## src/rtl/p3_5_dec.sv

```systemverilog
// ---------------------------------------------------------------------------
// p3_5_dec -- observer / decoder for the output stream of the p3_5 Mealy FSM.
//
// The transmitter p3_5 has three states (A, B, C), one input x and two
// outputs (y, z). This block watches the sampled (y, z) pairs and keeps the
// set of states the transmitter may currently be in. From that set and each
// new pair it recovers x whenever every legal explanation of the pair agrees
// on x. It flags pairs that no candidate state can produce.
//
// Transmitter transitions (state, yz -> x, next state):
//   A : yz=11 -> (1, C)      yz=01 -> (0, B)
//   B : yz=10 -> (0, B) and (1, C)
//   C : yz=01 -> (1, C)      yz=10 -> (0, A)
//   any other (state, yz) pair cannot occur.
//
// Ports:
//   clk      in   1      rising-edge clock (shared with the transmitter)
//   rst      in   1      synchronous, active-high reset; has priority over vld
//   vld      in   1      y/z hold a valid sample this cycle (one per cycle)
//   y, z     in   1      transmitter outputs
//   x_out    out  1      recovered x, meaningful only while x_vld=1
//   x_vld    out  1      x_out is uniquely determined for the last sample
//   err      out  1      one-cycle pulse: last sample fits no candidate state
//   locked   out  1      candidate set holds exactly one state
//   st_set   out  3      candidate set, bit 2:C, bit 1:B, bit 0:A
//   err_cnt  out  CNT_W  saturating count of err pulses
//
// Every output except locked comes from a register, so a sample taken at one
// rising edge shows up on the outputs right after that edge.
// ---------------------------------------------------------------------------
module p3_5_dec #(
  parameter int CNT_W = 8
) (
  input  logic             clk,
  input  logic             rst,
  input  logic             vld,
  input  logic             y,
  input  logic             z,
  output logic             x_out,
  output logic             x_vld,
  output logic             err,
  output logic             locked,
  output logic [2:0]       st_set,
  output logic [CNT_W-1:0] err_cnt
);

  // One-hot encodings of the transmitter states inside the candidate set.
  localparam logic [2:0] ST_A   = 3'b001;
  localparam logic [2:0] ST_B   = 3'b010;
  localparam logic [2:0] ST_C   = 3'b100;
  localparam logic [2:0] ST_NONE = 3'b000;
  localparam logic [2:0] ST_ALL = 3'b111;

  // x-set encoding: bit 0 means "x=0 is possible", bit 1 "x=1 is possible".
  localparam logic [1:0] X_NONE = 2'b00;
  localparam logic [1:0] X_0    = 2'b01;
  localparam logic [1:0] X_1    = 2'b10;
  localparam logic [1:0] X_BOTH = 2'b11;

  localparam logic [CNT_W-1:0] CNT_ONE = CNT_W'(1);
  localparam logic [CNT_W-1:0] CNT_MAX = '1;

  // -------------------------------------------------------------------------
  // Registers
  // -------------------------------------------------------------------------
  logic [2:0]       st_set_q,  st_set_d;
  logic             x_out_q,   x_out_d;
  logic             x_vld_q,   x_vld_d;
  logic             err_q,     err_d;
  logic [CNT_W-1:0] err_cnt_q, err_cnt_d;

  logic [1:0] yz;
  assign yz = {y, z};

  // -------------------------------------------------------------------------
  // Per-state candidate tables. Each block answers: if the transmitter were
  // in this state, which next states and which x values explain yz?
  // -------------------------------------------------------------------------
  logic [2:0] a_next, b_next, c_next;
  logic [1:0] a_x,    b_x,    c_x;

  // NOTE: every combinational output gets a default before the case, so no
  // path leaves a signal unassigned and no latch is inferred.
  always_comb begin
    a_next = ST_NONE;
    a_x    = X_NONE;
    unique case (yz)
      2'b11: begin a_next = ST_C; a_x = X_1; end
      2'b01: begin a_next = ST_B; a_x = X_0; end
      default: ;
    endcase
  end

  always_comb begin
    b_next = ST_NONE;
    b_x    = X_NONE;
    // B is the only state with two legal branches for the same output pair,
    // which is what makes x ambiguous and the candidate set grow.
    if (yz == 2'b10) begin
      b_next = ST_B | ST_C;
      b_x    = X_BOTH;
    end
  end

  always_comb begin
    c_next = ST_NONE;
    c_x    = X_NONE;
    unique case (yz)
      2'b01: begin c_next = ST_C; c_x = X_1; end
      2'b10: begin c_next = ST_A; c_x = X_0; end
      default: ;
    endcase
  end

  // -------------------------------------------------------------------------
  // Union over the current candidates only.
  // -------------------------------------------------------------------------
  logic [2:0] n_set;
  logic [1:0] x_set;
  logic       x_unique;
  logic       cnt_sat;

  assign n_set = ({3{st_set_q[0]}} & a_next)
               | ({3{st_set_q[1]}} & b_next)
               | ({3{st_set_q[2]}} & c_next);

  assign x_set = ({2{st_set_q[0]}} & a_x)
               | ({2{st_set_q[1]}} & b_x)
               | ({2{st_set_q[2]}} & c_x);

  // Exactly one of the two x values survives.
  assign x_unique = ^x_set;
  assign cnt_sat  = (err_cnt_q == CNT_MAX);

  // -------------------------------------------------------------------------
  // Next-state logic
  // -------------------------------------------------------------------------
  always_comb begin
    st_set_d  = st_set_q;
    x_out_d   = x_out_q;
    x_vld_d   = 1'b0;
    err_d     = 1'b0;
    err_cnt_d = err_cnt_q;

    if (vld) begin
      if (n_set != ST_NONE) begin
        st_set_d = n_set;
        x_vld_d  = x_unique;
        x_out_d  = x_unique & x_set[1];
      end else begin
        // Nothing explains the pair: assume the link slipped and restart
        // tracking from "any state is possible".
        st_set_d = ST_ALL;
        x_out_d  = 1'b0;
        err_d    = 1'b1;
        if (!cnt_sat) err_cnt_d = err_cnt_q + CNT_ONE;
      end
    end
  end

  // NOTE: sequential state uses non-blocking assignments only, so all
  // registers update together from values sampled at the same edge.
  always_ff @(posedge clk) begin
    if (rst) begin
      st_set_q  <= ST_A;
      x_out_q   <= 1'b0;
      x_vld_q   <= 1'b0;
      err_q     <= 1'b0;
      err_cnt_q <= '0;
    end else begin
      st_set_q  <= st_set_d;
      x_out_q   <= x_out_d;
      x_vld_q   <= x_vld_d;
      err_q     <= err_d;
      err_cnt_q <= err_cnt_d;
    end
  end

  // -------------------------------------------------------------------------
  // Outputs
  // -------------------------------------------------------------------------
  assign st_set  = st_set_q;
  assign x_out   = x_out_q;
  assign x_vld   = x_vld_q;
  assign err     = err_q;
  assign err_cnt = err_cnt_q;

  // One-hot test: non-zero and clearing the lowest set bit leaves zero.
  assign locked  = (st_set_q != ST_NONE) && ((st_set_q & (st_set_q - 3'd1)) == ST_NONE);

endmodule

```

## config.mk

```make
export PLATFORM = sky130hd
export DESIGN_NAME = p3_5_dec
export DESIGN_NICKNAME = d
export VERILOG_FILES = /design/src/rtl/p3_5_dec.sv
export SDC_FILE = /design/constraint.sdc
export NUM_CORES = 1
export LEC_CHECK = 0
export CELL_PAD_IN_SITES_DETAIL_PLACEMENT = 0
export CELL_PAD_IN_SITES_GLOBAL_PLACEMENT = 1
export CORE_MARGIN = 2
export CORE_UTILIZATION = 33
export DETAILED_ROUTE_END_ITERATION = 12
export PLACE_DENSITY = 0.85
export SYNTH_ARGS = -nofsm -noshare
export SYNTH_HDL_FRONTEND = slang
export SYNTH_SLANG_ARGS = --single-unit
```

## constraint.sdc

```tcl
create_clock -name clk -period 2.3 [get_ports clk]
set_input_delay 0.46 -clock clk [delete_from_list [all_inputs] [get_ports clk]]
set_output_delay 0.46 -clock clk [all_outputs]
set_load 0.1 [all_outputs]
```

After elaboration in Yosys (flattened, before gate mapping)

Cells that the tools add are included.

Register bits after elaboration: 14
Memory bits (read-only): 0
Memories: 0
Latch bits: 0
Logic and storage cells: 43
Bits in writable memories: 0

Eq/ne operators: 4
Shifts and indexed selects: 0
Order comparisons: 0
Bitwise logic cells: 15
Multiply operators: 0
Add/sub/neg operators: 2
Muxes and demuxes: 9
Reduce and logical (&&, ||, !) cells: 8
Div/mod/pow operators: 0

Operators by type and width:

| cell                                                 | count |
|---|---|
| AND 3 bit                                            | 4 |
| case mux 3 bit (2 select lines)                      | 2 |
| adder 8 x 1 -> 8 bit (second input constant)         | 1 |
| equality test 8 bit (second input constant)          | 1 |
| case mux 2 bit (2 select lines)                      | 2 |
| AND 2 bit                                            | 3 |
| two-way mux 3 bit                                    | 2 |
| bitwise OR 3 bit                                     | 2 |
| nonzero test 3 bit                                   | 2 |
| equality test 2 bit (second input constant)          | 2 |
| bitwise OR 2 bit                                     | 2 |
| zero test 3 bit                                      | 1 |
| NOT 1 bit                                            | 3 |
| AND reduction 3 bit                                  | 1 |
| OR reduction 3 bit                                   | 1 |
| subtractor 3 x 1 -> 3 bit (second input constant)    | 1 |
| equality test 2 x 1 -> 1 bit (second input constant) | 1 |
| two-way mux 1 bit                                    | 2 |
| two-way mux 2 bit                                    | 1 |
| OR reduction 2 bit                                   | 1 |
| XOR reduction 2 bit                                  | 1 |
| AND 1 bit                                            | 1 |
| logical AND 1 bit                                    | 1 |

Logic depth before layout (Yosys ltp)

Depth in word-level cells: 8
Mapped depth: 9
Mapped depth without buffers: 9

Least setup slack after synthesis

OpenSTA, ideal clock, no wires.

Path type: flip-flop to output port
Start point: register st_set_q[0] (netlist: st_set[0])
End point: output locked
Path buffers: 0
Slack: -1.464 ns
Arrival time: 3.304 ns
Cell stages (with the launch flop): 3
Required time: 1.840 ns
Path through: dfxtp_1 -> xnor2_1 -> o21ai_0

Word-level cells in the longest chain between the ends: 4
Elaborated cells between the ends (all ways): 5

RTL lines:

| item                      | line | source |
|---|---|---|
| from (decl)               | 66   | `logic [2:0] st_set_q, st_set_d;` |
| from (signal assigned)    | 171  | `st_set_q <= st_set_d;` |
| subtractor 3 x 1 -> 3 bit | 189  | `assign locked = (st_set_q != ST_NONE) && ((st_set_q & (st_set_q - 3'd1)) == ST_NONE);` |
| AND 3 bit                 | 189  |  |
| zero test 3 bit           | 189  |  |
| logical AND 1 bit *       | 189  |  |
| to (decl)                 | 42   | `output logic locked,` |

Mark *: on every way between the ends. The rest lies on a longest branch, timed or not.

Worst setup path in the final report

Start point: input z
End point: register err_cnt_q[3] (netlist: err_cnt[3])

Word-level cells in the longest chain between the ends: 8
Elaborated cells between the ends (all ways): 14

RTL lines:

| item                                                                        | line     | source |
|---|---|---|
| from (decl)                                                                 | 38       | `input logic z,` |
| equality test 2 x 1 -> 1 bit (tied with other cells)                        | 87, 108  |  |
| case mux 3 bit (2 select lines) / two-way mux 3 bit (equally long branches) | 87, 99   |  |
| AND 3 bit (on tied branches)                                                | 123, 124 |  |
| bitwise OR 3 bit                                                            | 124      | `\| ({3{st_set_q[1]}} & b_next)` |
| bitwise OR 3 bit *                                                          | 125      | `\| ({3{st_set_q[2]}} & c_next);` |
| nonzero test 3 bit *                                                        | 146      | `if (n_set != ST_NONE) begin` |
| NOT 1 bit (no source line) *                                                | --       |  |
| AND reduction 3 bit (no source line) *                                      | --       |  |
| to (signal assigned)                                                        | 175      | `err_cnt_q <= err_cnt_d;` |
| to (decl)                                                                   | 70       | `logic [CNT_W-1:0] err_cnt_q, err_cnt_d;` |

Marks and branches as above.
A chain may end at the register's enable or synchronous reset.

==> impl_metrics.py <==
metrics = {
    "grt": {
        "overflow": 0,
        "grt_pass1_wl_um": 2590,
        "grt_max_degree": 15,
        "grt_usage_pct": 12.7,
        "antenna_found_initial": 0,
        "grt_pass1_vias": 616,
    },
    "route": {
        "wirelength_um": 1580,
        "drc": 0,
        "first_pass_iters": 2,
        "first_iter_violations": 7,
        "ant_nets": 0,
        "num_vias": 691,
        "wl_per_cell_um": 11.2,
        "avgViaCountPerCell": 4.90,
    },
    "finish": {
        "final_nets": 123,
        "drive_gt1_share_pct": 31.9,
        "area_growth_pct": 36.6,
        "fill_cells": 222,
        "antenna_cells": 0,
    },
    "yosys": {
        "synth_xor_area_share_pct": 2.36,
        "yosysUniqueCellTypes": 31,
        "synth_compound_area_share_pct": 13.7,
        "ys_ff_latch": 14,
        "seq_area_frac_synth_pct": 37.8,
        "netlist_area_um2": 742,
        "syn-mean-instance-area_um2": 8.53,
        "synth_simple_gate_area_share_pct": 27.7,
        "synthAdderAreaFrac_pct": 6.75,
        "synthTopCellsByArea": "dfxtp_1 (38%), nor2_1 (7.1%), ha_1 (6.7%)",
        "synthMuxAreaShare_pct": 8.26,
        "syn_inst": 87,
        "yosys.area.top_type": "dfxtp_1",
        "synthDominantCellAreaShare_pct": 37.8,
        "synth_top_family_by_area": "simple AND/OR/NAND/NOR gates",
        "ys_warn_count": 0,
        "synth_nets": 96,
    },
    "cts": {
        "cts-hold-fix-buffers": 0,
        "cts_buffers": 3,
        "clkSinkCount": 14,
        "clock_path_buffers": 2,
        "clock-root-buffer": "clkbuf_4",
        "cts_tree": "yes",
        "htree_levels": 1,
        "clk_pin_slew_ns": 0.09,
        "insertion_delay_ns": 0.27,
    },
    "status": {
        "status": "finished clean",
    },
    "placement": {
        "dp_hpwl_um": 1120,
        "place_ws_ns": -0.290,
        "gp_congestion": 0.711,
        "portBuffers": 19,
    },
    "timing": {
        "max_freq_mhz": 452,
        "final-setup-viol-count": 0,
        "worst_pin_slew_ns": 0.514,
        "final.setup.worst_slack_ns": 0.0896,
        "hold_viol": 0,
        "report.final.slew_viol_count": 0,
        "hold_ws_ns": 0.513,
        "skew_ns": 0.00221,
        "slew_headroom_pct": 65.6,
        "fin_crit_sh_pct": 96.1,
        "period_minus_slack_ns": 2.21,
    },
    "critical_path": {
        "path_max_fanout": 4,
        "r2r_start": "st_set[1]",
        "cp_num_buf_inv": 1,
        "arrival_ns": 2.41,
        "worstPathRequired_ns": 2.50,
        "end_kind": "flip-flop",
        "critical_path.top_delay_family": "buffers and inverters",
        "startpoint": "z",
        "startpoint_type": "primary input",
        "crit_path_top_delay_cell": "clkdlybuf4s50_1",
        "path_cells": "clkdlybuf4s50_1 > mux2_2 > a22oi_2 > ha_2 > and2_4 > nand4_1 > or2_0 > a21oi_1",
        "slowest_delay_ns": 0.51,
        "critPathKind": "primary input to flip-flop",
    },
    "power": {
        "p_leak_nw": 0.439,
        "ir_worst_vdd_uv": 369,
        "power.density_mw_per_mm2": 653,
    },
    "floorplan": {
        "start_util_pct": 34.2,
        "dieHeight_um": 51.4,
        "rows": 17,
        "die_x_um": 51.4,
        "ios": 20,
        "fp.dieArea_mm2": 0.00264,
        "core_region_area_mm2": 0.00217,
    },
    "min_path": {
        "hold_path.startpoint": "x_out",
        "worstHoldPathType": "flip-flop to flip-flop",
    },
    "run": {
        "cap_violations": 0,
    },
}
==> power by group <==
group          total [W]  switching (W)  leakage (nW)  internal [W]
clock           0.000177      0.0000805        0.0210     0.0000961
combinational   0.000216       0.000150         0.303     0.0000656
sequential      0.000270      0.0000156         0.114      0.000254
total           0.000662       0.000246         0.439      0.000416
==> path summary, 6_finish.rpt <==
kind / depth (start not counted) / slack, ns / end
hold / removal: 2 / 0.51 / x_out
hold reg to reg: 2 / 0.51 / x_out
setup reg to reg: 7 / 0.49 / err_cnt[3]
setup / recovery: 8 / 0.09 / err_cnt[3]
==> timing repair <==
action / 4_1_cts / 5_1_grt
endpoints found under the hold margin: 0 / 0
endpoints found under the setup margin: 1 / 5
resized for setup: 2 / 2
pin swaps: 0 / 3
setup buffers: 0 / 1
==> worst reg2reg max path, cell delays in order (launching register included) <==
cell and delay [ns]:
dfxtp_2 0.37, mux2_2 0.28, a22oi_2 0.21, ha_2 0.24, and2_4 0.16, nand4_1 0.12, or2_0 0.22, a21oi_1 0.13
==> layer usage <==
layer | vias up | global-route usage [%] | part of all wire (%) | wire length [um]
met3 | 2 | 2.92 | 2.5 | 40
met1 | 320 | 17.3 | 50 | 792
li1 | 360 | - | - | -
met4 | 0 | 4.39 | 0.51 | 8
met5 | - | 0 | 0 | 0
met2 | 9 | 19.7 | 47 | 737
==> synth_stat cells <==
master    count
dfxtp_1      14
nor2_1       14
nand3_1       6
mux2i_1       5
nand2_1       5
o21ai_0       5
ha_1          4
inv_1         3
nand4_1       3
a21oi_1       2
a22oi_1       2
a31oi_1       2
and3_1        2
nand2b_1      2
nor2b_1       2
a211oi_1      1
a21o_1        1
and2_4        1
buf_6         1
clkbuf_1      1
mux2_2        1
nor3_2        1
nor4b_1       1
o211ai_1      1
o21ai_2       1
o21bai_1      1
or2_0         1
or2_2         1
or2b_1        1
xnor2_1       1
xor2_1        1
==> cells in the final DEF, fill, tap and decap left out, types with 2 or more instances in the layout <==
cell / netlist / final
a21oi_1: 2 / 2
a31oi_1: 2 / 2
and3_1: 2 / 2
buf_4: 0 / 20
clkbuf_4: 0 / 3
clkdlybuf4s50_1: 0 / 4
dfxtp_1: 14 / 11
dfxtp_2: 0 / 3
ha_1: 4 / 3
inv_1: 3 / 3
mux2i_1: 5 / 5
nand2_1: 5 / 5
nand2b_1: 2 / 2
nand3_1: 6 / 6
nand4_1: 3 / 3
nor2_1: 14 / 14
o21ai_0: 5 / 3
==> cells by family after synthesis <==
kind of cell	Yosys count
and+or+nand+nor	40
AOI/OAI and AO/OA	16
DFF	14
muxes	6
buffers and inverters	5
adders and majority gates	4
xor gates and xnor gates	2
==> state kept, by name (all words and copies together) (netlist names) <==
signal   flops
err          1
err_cnt      8
st_set       3
x_out        1
x_vld        1
==> metrics by stage <==
stage	power, W	cells	util (%)	TNS (ns)	instance area, um^2
final	0.000662	141	46.7	0	1010
after global placement	0.000485	136	44.2	-1.46	960
after global routing	0.000699	141	46.7	-0.0106	1010
after CTS	0.000667	140	46.3	0	1000
after floorplan	0.000436	87	-	0	757
after detailed placement	0.000485	136	44.2	-1.85	960
==> cell type report <==
type                            count  area, um^2  area share (%)
Multi-Input combinational cell     68         457            45.1
Sequential cell                    14         284            28.0
Clock buffer                        4        36.3            3.58
Tap cell                           28        35.0            3.46
Inverter                            3        11.3            1.11
Timing Repair Buffer               24         190            18.8
Power figures use the tool's default switching activity.
